`config.mk`:
```
export PLATFORM = sky130hd
export DESIGN_NAME = uart_rx
export DESIGN_NICKNAME = d
export VERILOG_FILES = /design/src/rtl/uart_rx.sv
export SDC_FILE = /design/constraint.sdc
export NUM_CORES = 1
export LEC_CHECK = 0
export CORE_ASPECT_RATIO = 1.4
export CORE_MARGIN = 4
export CORE_UTILIZATION = 30
export DETAILED_ROUTE_END_ITERATION = 6
export PLACE_DENSITY_LB_ADDON = 0.12
export SETUP_SLACK_MARGIN = 0.05
export SYNTH_ARGS = -nofsm -noshare
export SYNTH_HDL_FRONTEND = slang
export SYNTH_SLANG_ARGS = --single-unit
```
`constraint.sdc`:
```
create_clock -name clk -period 2.26 [get_ports clk]
set_clock_uncertainty 0.15 [all_clocks]
set_input_delay 0.452 -clock clk [delete_from_list [all_inputs] [get_ports clk]]
set_output_delay 0.452 -clock clk [all_outputs]
set_load 0.005 [all_outputs]
```
`src/rtl/uart_rx.sv`:
```
// 8-bit UART receiver: start, 8 data LSB first, parity, 1 or 2 stop bits; mid-bit sampling.
// Byte and error flags are held until acknowledged; a new frame overwrites them and flags overrun.
module uart_rx #(
  parameter int BAUD_DIVISOR = 868
) (
  input  logic       clk,
  input  logic       rst_n,
  input  logic       rx_in,
  input  logic       two_stop,
  input  logic       odd_parity,
  input  logic       rx_ack,
  output logic [7:0] rx_data,
  output logic       rx_valid,
  output logic       parity_err,
  output logic       frame_err,
  output logic       overrun_err
);

  typedef enum logic [2:0] {IDLE, START, DATA, PARITY, STOP1, STOP2} state_e;

  localparam logic [13:0] DIV_M1  = 14'(BAUD_DIVISOR - 1);
  localparam logic [13:0] HALF_M1 = 14'(BAUD_DIVISOR / 2 - 1);

  state_e      state_q, state_d;
  logic        sync1_q, sync2_q;
  logic [13:0] cnt_q, cnt_d;
  logic [2:0]  bit_q, bit_d;
  logic [7:0]  shift_q, shift_d;
  logic        cfg_two_q, cfg_two_d;
  logic        cfg_odd_q, cfg_odd_d;
  logic        perr_acc_q, perr_acc_d;
  logic        ferr_acc_q, ferr_acc_d;
  logic [7:0]  rx_data_q, rx_data_d;
  logic        rx_valid_q, rx_valid_d;
  logic        parity_err_q, parity_err_d;
  logic        frame_err_q, frame_err_d;
  logic        overrun_err_q, overrun_err_d;

  logic rx_s, half_tick, bit_tick, frame_done;

  assign rx_s      = sync2_q;
  assign half_tick = (cnt_q == HALF_M1);
  assign bit_tick  = (cnt_q == DIV_M1);

  always_ff @(posedge clk or negedge rst_n) begin
    if (!rst_n) begin
      state_q       <= IDLE;
      sync1_q       <= 1'b1;
      sync2_q       <= 1'b1;
      cnt_q         <= '0;
      bit_q         <= '0;
      shift_q       <= '0;
      cfg_two_q     <= 1'b0;
      cfg_odd_q     <= 1'b0;
      perr_acc_q    <= 1'b0;
      ferr_acc_q    <= 1'b0;
      rx_data_q     <= '0;
      rx_valid_q    <= 1'b0;
      parity_err_q  <= 1'b0;
      frame_err_q   <= 1'b0;
      overrun_err_q <= 1'b0;
    end else begin
      state_q       <= state_d;
      sync1_q       <= rx_in;
      sync2_q       <= sync1_q;
      cnt_q         <= cnt_d;
      bit_q         <= bit_d;
      shift_q       <= shift_d;
      cfg_two_q     <= cfg_two_d;
      cfg_odd_q     <= cfg_odd_d;
      perr_acc_q    <= perr_acc_d;
      ferr_acc_q    <= ferr_acc_d;
      rx_data_q     <= rx_data_d;
      rx_valid_q    <= rx_valid_d;
      parity_err_q  <= parity_err_d;
      frame_err_q   <= frame_err_d;
      overrun_err_q <= overrun_err_d;
    end
  end

  always_comb begin
    state_d = state_q;
    case (state_q)
      IDLE:    if (!rx_s) state_d = START;
      START:   if (half_tick) state_d = rx_s ? IDLE : DATA;
      DATA:    if (bit_tick && bit_q == 3'd7) state_d = PARITY;
      PARITY:  if (bit_tick) state_d = STOP1;
      STOP1:   if (bit_tick) state_d = cfg_two_q ? STOP2 : IDLE;
      STOP2:   if (bit_tick) state_d = IDLE;
      default: state_d = IDLE;
    endcase
  end

  always_comb begin
    cnt_d         = cnt_q + 14'd1;
    bit_d         = bit_q;
    shift_d       = shift_q;
    cfg_two_d     = cfg_two_q;
    cfg_odd_d     = cfg_odd_q;
    perr_acc_d    = perr_acc_q;
    ferr_acc_d    = ferr_acc_q;
    frame_done    = 1'b0;
    rx_data_d     = rx_data_q;
    rx_valid_d    = rx_valid_q;
    parity_err_d  = parity_err_q;
    frame_err_d   = frame_err_q;
    overrun_err_d = overrun_err_q;

    case (state_q)
      IDLE: begin
        cnt_d = '0;
        bit_d = '0;
        // Config is latched at the start edge so mid-frame changes cannot disturb this frame
        if (!rx_s) begin
          cfg_two_d  = two_stop;
          cfg_odd_d  = odd_parity;
          perr_acc_d = 1'b0;
          ferr_acc_d = 1'b0;
        end
      end
      START: if (half_tick) cnt_d = '0;
      DATA: if (bit_tick) begin
        cnt_d   = '0;
        shift_d = {rx_s, shift_q[7:1]};
        bit_d   = bit_q + 3'd1;
      end
      PARITY: if (bit_tick) begin
        cnt_d      = '0;
        perr_acc_d = ((^shift_q) ^ rx_s) != cfg_odd_q;
      end
      STOP1: if (bit_tick) begin
        cnt_d      = '0;
        ferr_acc_d = ferr_acc_q | ~rx_s;
        frame_done = ~cfg_two_q;
      end
      STOP2: if (bit_tick) begin
        cnt_d      = '0;
        ferr_acc_d = ferr_acc_q | ~rx_s;
        frame_done = 1'b1;
      end
      default: cnt_d = '0;
    endcase

    // A completing frame beats a coincident ack; overrun only if the old byte was never taken
    if (frame_done) begin
      rx_data_d     = shift_q;
      parity_err_d  = perr_acc_q;
      frame_err_d   = ferr_acc_q | ~rx_s;
      rx_valid_d    = 1'b1;
      overrun_err_d = rx_valid_q & ~rx_ack;
    end else if (rx_ack && rx_valid_q) begin
      rx_valid_d    = 1'b0;
      overrun_err_d = 1'b0;
    end
  end

  assign rx_data     = rx_data_q;
  assign rx_valid    = rx_valid_q;
  assign parity_err  = parity_err_q;
  assign frame_err   = frame_err_q;
  assign overrun_err = overrun_err_q;

endmodule

```
=== Yosys cells after proc, flatten, opt, wreduce, memory -nomap -nowiden ===
Cells that the tools add are included.

* Flip-flop bits (word level): 46
* Output and inout port bits: 12

* Add/sub/neg operators: 2
* Equality and inequality tests: 17
* Multiplexer cells: 25
* Bitwise gates (word level): 6
* Reductions and logical operators: 16

{| class="wikitable"
|+ Operator list
! operator !! count
|-
| 14-bit two-way mux || 2
|-
| 14-bit case mux with 2 select lines || 1
|-
| 3-bit two-way mux || 8
|-
| 3-bit case mux with 6 select lines || 1
|-
| 14-bit by 1-bit adder with 14-bit output (second input constant) || 1
|-
| 14-bit by 10-bit equality test with 1-bit output (second input constant) || 1
|-
| 14-bit by 9-bit equality test with 1-bit output (second input constant) || 1
|-
| 2-bit != test (second input constant) || 7
|-
| 3-bit equality test (second input constant) || 3
|-
| 1-bit two-way mux || 8
|-
| 2-bit nonzero test || 4
|-
| 8-bit XOR reduction || 1
|-
| 3-bit by 2-bit equality test with 1-bit output (second input constant) || 2
|-
| 1-bit case mux with 2 select lines || 3
|-
| 3-bit case mux with 2 select lines || 1
|-
| 2-bit AND reduction || 3
|-
| 3-bit AND reduction || 2
|-
| 6-bit AND reduction || 1
|-
| 4-bit OR reduction || 1
|-
| 3-bit by 1-bit adder with 3-bit output (second input constant) || 1
|-
| 3-bit by 1-bit equality test with 1-bit output (second input constant) || 1
|-
| 3-bit logical NOT || 1
|-
| 1-bit inverter || 3
|-
| 1-bit logical AND || 2
|-
| other kinds (7) || 7
|}

=== Depth between registers and ports, before layout ===
* Word-level depth: 5
* Depth in mapped cells: 8
* Gate-level depth less buffers: 7

=== Least setup slack after synthesis ===
No wires, ideal clock.

* Path type: reg2reg
* Start point: register cnt_q[0]
* End point: register rx_data_q[1], in the netlist rx_data[1]
* Setup time: 0.125 ns
* Arrival time: 2.014 ns
* Required time: 1.985 ns
* Slack: -0.029 ns
* Cell stages (with the launch flop): 8
* Path buffers: 2
* Period minus slack after synthesis: 2.289 ns
* Cells stage by stage: dfrtp_1 ha_1 nor3b_1 nand4_4 or3b_1 buf_6 buf_12 mux2_4

* Longest elaborated chain between the ends: 3

{| class="wikitable"
|+ Ends and longest elaborated chain
! element !! line !! RTL
|-
| start, declared || 26 || <nowiki>logic [13:0] cnt_q, cnt_d;</nowiki>
|-
| start signal, assigned || 66 || <nowiki>cnt_q <= cnt_d;</nowiki>
|-
| 14-bit by 10-bit equality test with 1-bit output * || 43 || <nowiki>assign bit_tick = (cnt_q == DIV_M1);</nowiki>
|-
| 1-bit two-way mux, on equally long branches || 136, 131 ||
|-
| 1-bit case mux with 2 select lines * || 109 || <nowiki>case (state_q)</nowiki>
|-
| end signal, assigned || 73 || <nowiki>rx_data_q <= rx_data_d;</nowiki>
|-
| end, declared || 33 || <nowiki>logic [7:0] rx_data_q, rx_data_d;</nowiki>
|}

Every way passes the cells marked *; elsewhere a longest branch is shown, timed or not.
A chain may end at the register's enable or synchronous reset.

=== Final worst setup path ===
* Start point: register cnt_q[1]
* End point: register rx_data_q[2], in the netlist rx_data[2]

Same word-level chain as after synthesis.

==> flow_metrics.env <==
export IMPL_run_status="finished, final reports clean"
export IMPL_clock_h_tree_levels=2
export IMPL_syn_avg_cell_area_um2=11.8
export IMPL_sequential_cell_area_fraction_in_the_yosys_report_pct=53.9
export IMPL_design_die_area_mm2=0.00857
export IMPL_start_kind="flop"
export IMPL_net_switching_power_w=0.000317
export IMPL_post_cts_buffers=0
export IMPL_worstPathMaxFanout=13
export IMPL_arrival_ps=2150
export IMPL_main_combinational_cell_family_by_area_after_synthesis="simple AND/OR/NAND/NOR gates"
export IMPL_max_clock_path_buffers=2
export IMPL_root_buffer="clkbuf_8"
export IMPL_worst_slew_pin_slew_ps=588
export IMPL_top_level_ports=18
export IMPL_cts_num_sinks=46
export IMPL_synth_area_mm2=0.00214
export IMPL_timing_worst_setup_path_type="reg -> reg"
export IMPL_grt_remaining_overflow=0
export IMPL_timing_rr_start="cnt_q[1]"
export IMPL_p_clk_share_pct=41.5
export IMPL_globalplace_congestion=0.806
export IMPL_share_of_post_route_cells_with_drive_strength_above_1_pct=19.3
export IMPL_cp_startpoint="cnt_q[1]"
export IMPL_rsz0062_at_grt="false"
export IMPL_synth_simple_gate_area_share_pct=14.6
export IMPL_drv_slew=0
export IMPL_synth_xor_area_share_pct=8.59
export IMPL_synthMuxAreaShare_pct=11.9
export IMPL_setup_tns_ps=0
export IMPL_layout_worst_path_cycle_share_pct=93.5
export IMPL_comb_power_share_pct=2.7
export IMPL_detail_route_wl_per_cell_um=13.6
export IMPL_crit_family="simple AND/OR/NAND/NOR gates"
export IMPL_initial_core_util_pct=30.9
export IMPL_timing_max_cap_violations=0
export IMPL_layout_nets=216
export IMPL_worst_path_stages=6
export IMPL_p_sw_share_pct=21.2
export IMPL_area_growth_pct=19.7
export IMPL_postSynthRegisterBits=46
export IMPL_drcViolationCount=0
export IMPL_cts_resized_gates=0
export IMPL_cts_tree="done"
export IMPL_timing_critical_path_slowest_cell_delay_ps=430
export IMPL_count_of_warnings_emitted_by_yosys=0
export IMPL_synth_area_top_cells="dfrtp_1 (51%), mux2_2 (6.3%), xnor2_1 (5.7%)"
export IMPL_grt_first_pass_wirelength_um=7120
export IMPL_p_seq_share_pct=55.8
export IMPL_mappedNetlistNets=191
export IMPL_starting_drc_count_in_detailed_routing=35
export IMPL_path_cells="ha_4 > nor3b_4 > nand4_4 > or3b_1 > buf_4 > mux2_4"
export IMPL_post_dr_vias_cell=4.45
export IMPL_core_region_area_mm2=0.00694
export IMPL_n_antenna_cell=0
export IMPL_relSlewSlack_pct=60.8
export IMPL_fp_dieH_um=108
export IMPL_grt_start_max_net_pins=47
export IMPL_via_count_of_the_first_global_routing_pass=1535
export IMPL_cp_buffers_inverters=1
export IMPL_async_set_or_reset_register_ratio_after_synthesis_pct=100
export IMPL_dp_cells=294
export IMPL_report_final_setup_viol=0
export IMPL_regToRegEndpoint="rx_data[2]"
export IMPL_detailedPlacementHpwl_um=2960
export IMPL_power_ir_vdd_worst_uv=243
export IMPL_power_static_leakage_nw=1.18
export IMPL_synthDominantAreaCellType="dfrtp_1"
export IMPL_final_common_cell="dfrtp_1"
export IMPL_regArea_mm2=0.00115
export IMPL_synth_cells=181
export IMPL_row_count=36
export IMPL_count_of_distinct_cell_types_in_the_synthesized_netlist=36
export IMPL_clk_latency_ps=300
export IMPL_worst_r2r_setup_slack_ps=150
export IMPL_clkSlewWorstSetupHoldPaths_ps=100
export IMPL_antenna_violations_before_repair=0
export IMPL_finalHoldViolCount=0
export IMPL_post_synth_top_area_fraction_pct=51.4
export IMPL_dominantRegCellSynth="dfrtp_1"
export IMPL_route_final_wire_length_um=4120
export IMPL_r2r_cells=6
export IMPL_fraction_of_the_mapped_netlist_area_in_compound_gates_pct=5.44
export IMPL_critPathCapture="rx_data[2]"
export IMPL_multi_input_comb_area_um2=941
export IMPL_n_fill_cell=719
export IMPL_achievable_frequency_ghz=0.473
export IMPL_place_port_buffers=17
export IMPL_synth_edff_count=0
export IMPL_setup_worst_path_end_class="flop"
export IMPL_cts_hold_fix_buffers=0
export IMPL_die_w_um=79.4
export IMPL_track_usage_pct=10.7
export IMPL_cts_buf_count=5
export IMPL_final_min_clock_period_ps=2110
export IMPL_final_cell_mix="dfrtp_1 (44), nor2_1 (23), clkdlybuf4s50_1 (16)"
export IMPL_p_int_w=0.00118
export IMPL_crit_path_top_delay_cell="dfrtp_1"
export IMPL_hp_class="in -> async"
export IMPL_synthAdderAreaFrac_pct=2.34
export IMPL_first_pass_iters=4
export IMPL_pwr_density_cell_mw_per_mm2=584
export IMPL_postLayoutCoreUtil_pct=36.9
export IMPL_worstPathRequired_ps=2300
export IMPL_layoutNonFillerInstCount=302
export IMPL_route_vias_total=1345
export IMPL_route_antenna_remaining_nets=0
-- stage by stage --
step / instance area, um2 / setup WS (ps) / hold WS, ps / power (W)
finish: 2560 / 148 / 91.6 / 0.00150
global placement: 2430 / 139 / 196 / 0.000892
global route: 2560 / 68.5 / 148 / 0.00157
floorplan: 2150 / 77.2 / 6.41 / 0.000860
CTS: 2540 / 80.6 / 109 / 0.00153
detailed placement: 2430 / 87.5 / 197 / 0.000893
-- per-layer routing --
layer | vias to the layer above | share of wire (%) | track usage, %
met5 | - | 0 | 0
met4 | 0 | 1.2 | 4.42
met3 | 4 | 2.8 | 2.33
met2 | 20 | 55 | 20.1
met1 | 658 | 41 | 11.3
li1 | 663 | - | -
-- power by group through the flow --
stage	sequential [W]	combinational, W	clock, W
2_1_floorplan	0.000847	0.0000132	0
3_3_place_gp	0.000850	0.0000419	0
3_5_place_dp	0.000850	0.0000426	0
4_1_cts	0.000834	0.0000430	0.000654
5_1_grt	0.000835	0.0000473	0.000688
6_report	0.000834	0.0000405	0.000621
-- registers in the layout, summed over array words and instances (netlist names), 3 cells and up --
signal	count
cnt_q	14
shift_q	8
state_q	3
bit_q	3
rx_data	8
-- cell usage after synthesis (2+ instances only) --
master	count
o21ai_0	9
dfrtp_1	44
clkbuf_1	2
nand2_1	10
a21oi_1	4
nand3_1	9
mux2_4	6
ha_1	4
mux2_2	12
mux2i_1	3
xor2_1	7
dfstp_2	2
xnor2_1	14
inv_1	7
nor2_1	23
nand4_1	2
and3_1	2
nor2b_1	3
-- cell families after synthesis --
group           after synthesis
buf+inv                      12
flops                        46
simple gates                 58
xor+xnor                     21
mux                          21
fa+ha+maj                     4
compound gates               19
-- layout make-up --
type | count | share of cell area (%)
Clock buffer | 5 | 2.69
Tap cell | 95 | 4.64
Inverter | 7 | 1.03
Timing Repair Buffer | 23 | 8.20
Clock inverter | 3 | 1.71
Sequential cell | 46 | 45.0
Multi-Input combinational cell | 123 | 36.7
-- worst min path at each step --
stage | from | to | cells past startpoint
detailed placement | sync1_q | rx_s | 0
global route | rst_n | rx_data[3] | 2
CTS | rst_n | shift_q[1] | 2
global placement | sync1_q | rx_s | 0
finish | rst_n | shift_q[1] | 2
floorplan | rst_n | bit_q[0] | 0
(Power assumes the default switching activity.)
